### src/rtl/branch_resolve_unit_pkg.sv
// Shared types and constants for the branch resolve unit.
// An entry packs {taken, target, pc} into 65 bits.
package branch_resolve_unit_pkg;

  localparam int BR_ENTRY_W = 65;
  localparam int PC_LSB     = 0;
  localparam int TARGET_LSB = 32;
  localparam int TAKEN_BIT  = 64;
  localparam logic [31:0] PC_STEP = 32'd4;

  typedef struct packed {
    logic        taken;
    logic [31:0] target;
    logic [31:0] pc;
  } br_entry_t;

endpackage

### src/rtl/branch_resolve_unit_queue.sv
// In-order FIFO of predicted branches with push, pop and a clear that wins over push.
// Storage is unreset; only the pointers and occupancy are cleared.
module branch_resolve_unit_queue
  import branch_resolve_unit_pkg::*;
#(
  parameter int DEPTH = 4
) (
  input  logic                       clk,
  input  logic                       rst_n,
  input  logic                       push,
  input  br_entry_t                  push_data,
  input  logic                       pop,
  input  logic                       clear,
  output br_entry_t                  head_data,
  output logic                       full,
  output logic                       empty,
  output logic [$clog2(DEPTH):0]     count
);

  localparam int PTR_W = $clog2(DEPTH);
  localparam int CW    = PTR_W + 1;

  br_entry_t        mem [DEPTH];
  logic [PTR_W-1:0] head_ptr;
  logic [PTR_W-1:0] tail_ptr;
  logic             push_ok;
  logic             pop_ok;

  assign full      = (count == CW'(DEPTH));
  assign empty     = (count == '0);
  assign push_ok   = push & ~full & ~clear;
  assign pop_ok    = pop & ~empty & ~clear;
  assign head_data = mem[head_ptr];

  always_ff @(posedge clk) begin
    if (push_ok) mem[tail_ptr] <= push_data;
  end

  always_ff @(posedge clk or negedge rst_n) begin
    if (!rst_n) begin
      head_ptr <= '0;
      tail_ptr <= '0;
      count    <= '0;
    end else if (clear) begin
      head_ptr <= '0;
      tail_ptr <= '0;
      count    <= '0;
    end else begin
      if (push_ok) tail_ptr <= tail_ptr + PTR_W'(1);
      if (pop_ok)  head_ptr <= head_ptr + PTR_W'(1);
      case ({push_ok, pop_ok})
        2'b10:   count <= count + CW'(1);
        2'b01:   count <= count - CW'(1);
        default: count <= count;
      endcase
    end
  end

endmodule

### src/rtl/branch_resolve_unit.sv
// Compares queued predictions with MEM-stage outcomes, flushes/redirects on mispredict,
// drives predictor updates and keeps branch/mispredict counters.
module branch_resolve_unit
  import branch_resolve_unit_pkg::*;
#(
  parameter int DEPTH = 4,
  parameter int CNT_W = 16
) (
  input  logic                   clk,
  input  logic                   rst_n,
  input  logic                   pred_valid,
  input  logic                   pred_taken,
  input  logic [31:0]            pred_pc,
  input  logic [31:0]            pred_target,
  output logic                   pred_ready,
  input  logic                   res_valid,
  input  logic                   res_taken,
  output logic                   flush,
  output logic [31:0]            redirect_pc,
  output logic                   upd_valid,
  output logic [31:0]            upd_pc,
  output logic                   upd_taken,
  output logic [$clog2(DEPTH):0] inflight,
  output logic [CNT_W-1:0]       branch_count,
  output logic [CNT_W-1:0]       mispred_count,
  output logic                   err_underflow
);

  br_entry_t head_entry;
  br_entry_t push_entry;
  logic      full;
  logic      empty;
  logic      push;
  logic      pop;
  logic      mis;

  assign pred_ready = ~full;
  assign push       = pred_valid & pred_ready;
  assign pop        = res_valid & ~empty;
  assign mis        = pop & (head_entry.taken != res_taken);
  assign push_entry = '{taken: pred_taken, target: pred_target, pc: pred_pc};

  // A mispredict clears the queue, which also drops any same-cycle enqueue.
  branch_resolve_unit_queue #(.DEPTH(DEPTH)) u_queue (
    .clk       (clk),
    .rst_n     (rst_n),
    .push      (push),
    .push_data (push_entry),
    .pop       (pop),
    .clear     (mis),
    .head_data (head_entry),
    .full      (full),
    .empty     (empty),
    .count     (inflight)
  );

  always_ff @(posedge clk or negedge rst_n) begin
    if (!rst_n) begin
      flush         <= 1'b0;
      redirect_pc   <= '0;
      upd_valid     <= 1'b0;
      upd_pc        <= '0;
      upd_taken     <= 1'b0;
      branch_count  <= '0;
      mispred_count <= '0;
      err_underflow <= 1'b0;
    end else begin
      flush     <= mis;
      upd_valid <= pop;
      if (pop) begin
        upd_pc       <= head_entry.pc;
        upd_taken    <= res_taken;
        branch_count <= branch_count + CNT_W'(1);
      end
      if (mis) begin
        redirect_pc   <= res_taken ? head_entry.target : head_entry.pc + PC_STEP;
        mispred_count <= mispred_count + CNT_W'(1);
      end
      if (res_valid && empty) err_underflow <= 1'b1;
    end
  end

endmodule

### config.mk
export PLATFORM = sky130hd
export DESIGN_NAME = branch_resolve_unit
export DESIGN_NICKNAME = d
export VERILOG_FILES = /design/src/rtl/branch_resolve_unit_pkg.sv /design/src/rtl/branch_resolve_unit_queue.sv /design/src/rtl/branch_resolve_unit.sv
export SDC_FILE = /design/constraint.sdc
export NUM_CORES = 1
export LEC_CHECK = 0
export CORE_MARGIN = 2
export CORE_UTILIZATION = 25
export DETAILED_ROUTE_END_ITERATION = 12
export GPL_ROUTABILITY_DRIVEN = 0
export GPL_TIMING_DRIVEN = 0
export PLACE_DENSITY = 0.43
export SLEW_MARGIN = 15
export SYNTH_ARGS = -nofsm -noshare
export SYNTH_HDL_FRONTEND = slang
export SYNTH_SLANG_ARGS = --single-unit
### constraint.sdc
create_clock -name clk -period 5.7 [get_ports clk]
set_clock_uncertainty 0.05 [all_clocks]
set_input_delay 1.425 -clock clk [delete_from_list [all_inputs] [get_ports clk]]
set_output_delay 1.425 -clock clk [all_outputs]
set_load 0.05 [all_outputs]
# Word level (Yosys, flattened, before mapping)
# Memories as Yosys holds them, arrays and structs flattened.
# Index checks and enable logic that the tools add are counted.
# W data, S select, Z words.
# word_totals
regBits,107
ramBits,260
in_bits,70
output_inout_bits,104
n_memories,1
# mem_list
memory,words,width,read_ports,rd_clocked_by_memory_dff,write_ports,line_no,source
u_queue.mem,4,65,1,0,1,branch_resolve_unit_queue.sv:23,br_entry_t mem [DEPTH];
# classes
addsub,7
eq_ne,4
muxes,9
bitwise,10
n_reduce_logical,5
# op_table
op,count
$add A16 B1 Y16 const B,2
$add A32 B3 Y32 const B,1
$mux W32,1
$mux W2,4
$and A1 B1 Y1,7
$pmux W3 S2,1
$add A2 B1 Y2 const B,2
$reduce_bool A2 Y1,2
$add A3 B1 Y3 const B,1
$eq A3 B3 Y1 const B,1
$logic_not A3 Y1,1
$mux W3,1
$not A1 Y1,3
$reduce_bool A3 Y1,1
$sub A3 B1 Y3 const B,1
$eq A2 B1 Y1 const B,1
$eq A2 B2 Y1 const B,1
$mux W1,2
$logic_and A1 B1 Y1,1
$ne A1 B1 Y1,1

# Longest topological paths before layout
# logic_depth
word_depth,9
mapped_depth,11
depth_no_buf,9

# Hierarchy
# From an unflattened synthesis, not the netlist that was laid out.
# unflattened
hier_cells,904
hier_area_um2,14666.6
# by_module_without_submodules
module,instances,cells_each,area_each_um2
branch_resolve_unit_queue,1,407,9989.6
branch_resolve_unit,1,497,4677.0

# Worst setup path after synthesis
# Ideal clock, no wire load.
# synth_path
kind,input -> register
start,input res_taken
end,"memory u_queue.mem[0][0] (netlist bit), enable pin"
t_arrival_ns,4.068
setup_slack_ns,1.152
path_stages,6
n_path_buf,3
cell_sequence,clkbuf_1 > xnor2_1 > nand2b_1 > buf_2 > clkbuf_1 > and3_1
# synth_between
elab_chain_cells,6
# synth_rtl
element,line_no,source
start: declaration,branch_resolve_unit.sv:17,"input logic res_taken,"
$ne A1 B1 Y1,branch_resolve_unit.sv:40,assign mis = pop & (head_entry.taken != res_taken);
$and A1 B1 Y1,branch_resolve_unit.sv:40,
$not A1 Y1,branch_resolve_unit_queue.sv:31,assign push_ok = push & ~full & ~clear;
$and A1 B1 Y1,branch_resolve_unit_queue.sv:31,
$mux W1,branch_resolve_unit_queue.sv:36,if (push_ok) mem[tail_ptr] <= push_data;
$mux W1 (implied by the code),branch_resolve_unit_queue.sv:36,
end: declaration,branch_resolve_unit_queue.sv:23,
# No other way between the ends.

# Worst setup path in the final report
# layout_path
start,input res_valid
end,"memory u_queue.mem[2][5] (netlist bit), enable pin"
# layout_between
elab_chain_cells,6
# layout_rtl
element,line_no,source
start: declaration,branch_resolve_unit.sv:16,"input logic res_valid,"
$and A1 B1 Y1,branch_resolve_unit.sv:39,assign pop = res_valid & ~empty;
$and A1 B1 Y1,branch_resolve_unit.sv:40,
$not A1 Y1,branch_resolve_unit_queue.sv:31,
$and A1 B1 Y1,branch_resolve_unit_queue.sv:31,
$mux W1,branch_resolve_unit_queue.sv:36,
$mux W1 (implied by the code),branch_resolve_unit_queue.sv:36,
# No other way between the ends.

==> flow_summary_export.csv <==
group,metric,value,unit
setup_path,timing.rr.start,"u_queue.head_ptr[0]",
yosys,async_reset_ff_share,29.2,%
die,rows,88,
setup_path,critPathSlowestCell,"and3_4",
global_routing,grt_pass1_vias,8886,
hold_path,hold_path_end,"err_underflow",
yosys,syn_area,0.0147,mm²
setup_path,r2r_slack,1.59,ns
setup_path,required,5.91,ns
timing,finalHoldViolCount,0,
die,die-area,0.0606,mm²
timing,finalSetupViolCount,0,
yosys,syn_area_per_cell,16.4,µm²
yosys,synth_nets,972,
die,ioPinCount,174,
timing,finalMaxSlewViolations,0,
yosys,ys_ff_latch,367,
clock_network,cts_buffer_depth,3,
clock_network,ctsResizeCount,0,
detailed_routing,drc_errors,0,
yosys,yosysTopAreaCellShare,53.2,%
yosys,synthCells,894,
yosys,synth_area_leader_cell,"edfxtp_1",
place,hpwl,29.0,mm
yosys,synth_edf_count,260,
timing,whs,0.413,ns
detailed_routing,wl_per_cell,22.1,µm
global_routing,gr-total-overflow,0,
yosys,ys.flop_type,"edfxtp_1",
setup_path,startpoint_type,"input pin",
yosys,yosys_warnings,0,
timing,layout_min_cycle_time,4.61,ns
clock_network,cts_root_buffer,"clkbuf_16",
power,power_leakage,0.00665,µW
global_routing,grt_pass1_wl,61.5,mm
setup_path,slowest_delay,0.58,ns
power,power_density,553,mW/mm²
final_layout,syn2layout_area_growth,28.8,%
clock_network,cts.hold.buffers_added,0,
die,die_w,246,µm
place,port_buffers,172,
detailed_routing,drtPass1Iterations,5,
setup_path,end_kind,"flop",
setup_path,path_delay_family,"buffers and inverters",
detailed_routing,num_vias,8449,
yosys,yosysSeqAreaShare,71.5,%
setup_path,reg2reg_depth,10,
final_layout,drive_above_1_share,15.3,%
timing,fin_crit_sh,80.9,%
setup_path,critPathBufInv,7,
clock_network,cts_inserted_buffers,43,
power,power,10500,µW
timing,fmax,217,MHz
final_layout,final_common_cell,"edfxtp_1",
final_layout,n_fill_cell,5689,
timing,worstMarginPinSlew,0.939,ns
timing,maxSlewHeadroom,37.4,%
detailed_routing,drt_iter0_markers,529,
yosys,yosysUniqueCellTypes,55,
setup_path,cp_max_fo,26,
global_routing,track_usage,14.1,%
final_layout,nets,1195,
yosys,synth_area_leaders,"edfxtp_1 (53%), dfrtp_1 (18%), mux4_2 (9.5%)",
setup_path,path_cells,"clkdlybuf4s50_1 -> nand2b_1 -> clkbuf_1 -> inv_1 -> nand2b_1 -> buf_2 -> clkbuf_1 -> and3_4 -> buf_12 -> buf_12",
final_layout,n_antenna_cell,0,
hold_path,holdCritStartpoint,"err_underflow",
clock_network,cts_sinks,367,
clock_network,cts_tree,"yes",
setup_path,r2r_end,"u_queue.mem[2][5]",
setup_path,critPathArrivalTime,4.81,ns
clock_network,path_clk_slew,0.06,ns
place,pre_cts_ws,0.488,ns
die,core,0.0578,mm²
hold_path,hp-class,"flop to flop",
hold_path,worstHoldPathCells,1,
clock_network,post_cts.repair.setup_buffers,0,
final_layout,final_cell_mix,"edfxtp_1 (260), clkdlybuf4s50_1 (171), nand2_1 (139)",
detailed_routing,ant_nets,0,
detailed_routing,wl,42.3,mm
detailed_routing,viasPerCell,4.41,
timing,setup-tns-final,0,ns
setup_path,path_class,"input pin to flop",
timing,rsz0062_at_grt,"no",
clock_network,clkLatencyLatePin,0.57,ns
power,ir_drop,0.000277,V
die,start_util,25.4,%
final_layout,final_core_util,32.7,%
run_status,status,"complete, no violations",
die,die_h,246,µm
global_routing,antenna_found_initial,8,
timing,fin_ws,1.09,ns
global_routing,grt_max_degree,59,
flow_run,max-cap-violations,0,
clock_network,htree_levels,2,
[layer usage]
layer  part of all wire (%)  track usage [%]  wire, µm
met1                     45             18.7     19000
met2                     47             22.6     19800
met3                    6.0             4.00      2560
met4                    1.8             3.35       745
met5                   0.24                0       103
[power breakdown]
part / leakage, µW / internal [µW] / switching [µW]
clock network: 0.000668 / 1580 / 1100
logic: 0.00228 / 1360 / 2560
registers: 0.00371 / 3520 / 327
total: 0.00665 / 6460 / 3990
[cell usage after synthesis (2+ instances only)]
| library cell | instances |
|---|---|
| edfxtp_1 | 260 |
| nand2_1 | 139 |
| dfrtp_1 | 107 |
| mux4_2 | 62 |
| xnor2_1 | 45 |
| nor2_1 | 35 |
| a21oi_1 | 29 |
| o21ai_0 | 25 |
| nand3_1 | 21 |
| clkbuf_1 | 16 |
| xor2_1 | 16 |
| and3_1 | 13 |
| buf_2 | 13 |
| o22ai_1 | 13 |
| nand4_1 | 12 |
| inv_1 | 8 |
| ha_1 | 7 |
| nor3_1 | 7 |
| buf_1 | 6 |
| mux2i_1 | 4 |
| nor4_2 | 4 |
| a21o_1 | 3 |
| buf_6 | 3 |
| mux4_1 | 3 |
| nand2b_1 | 3 |
| and2_1 | 2 |
| and4_1 | 2 |
| buf_12 | 2 |
| buf_4 | 2 |
| nand3b_1 | 2 |
| nand4_2 | 2 |
| nand4b_4 | 2 |
| nor4_1 | 2 |
| nor4_4 | 2 |
| or2_2 | 2 |
[registers in the layout, indices dropped and copies added, names as in the netlist]
register / count
u_queue.count: 3
upd_taken: 1
u_queue.head_ptr: 2
upd_pc: 32
upd_valid: 1
u_queue.tail_ptr: 2
mispred_count: 16
u_queue.mem: 260
err_underflow: 1
flush: 1
branch_count: 16
redirect_pc: 32
[worst max path at each step]
stage,end,slack [ns],depth (start not counted),start
global placement,upd_pc[17],-1.95,1,rst_n
CTS,u_queue.mem[2][5],1.09,10,res_valid
detailed placement,u_queue.mem[2][33],0.49,10,res_valid
finish,u_queue.mem[2][5],1.09,10,res_valid
floorplan,u_queue.mem[0][0],1.15,6,res_taken
global route,u_queue.mem[2][5],0.90,10,res_valid
[worst register-to-register path, delay by kind of cell (launching register included)]
| family | cells | cell delay [ns] |
|---|---|---|
| XOR/XNOR | 1 | 0.37 |
| buffers and inverters | 6 | 1.66 |
| AND/OR/NAND/NOR | 2 | 0.74 |
| multiplexers | 1 | 0.61 |
| flip-flops | 1 | 0.35 |
[logic make-up (layout without fill, tap and decap cells)]
family	Yosys count	in the layout	share of synthesized area, %
AO/OA/AOI/OAI	80	80	3.17
XOR/XNOR	61	61	3.64
flip-flops	367	367	71.5
AND/OR/NAND/NOR	258	258	8.81
buffers and inverters	51	308	1.84
multiplexers	69	69	10.3
adder cells (fa/ha/maj)	8	8	0.733
[final cells by class]
class	count	area [µm²]	area share (%)
clock inverters	13	115	0.609
well taps	765	957	5.06
flip-flops and latches	367	10500	55.5
multi-input cells	476	3940	20.8
plain buffers	42	236	1.25
repair buffers	178	1870	9.91
clock buffers	66	1260	6.69
inverters	9	33.8	0.179
[through the flow]
stage	std cells	area (µm²)
after global placement	1831	17300
after detailed placement	1837	17500
after CTS	1916	18900
final	1916	18900
after floorplan	894	14700
after global routing	1916	18900
Note: power is estimated with default switching activity, not from simulation.
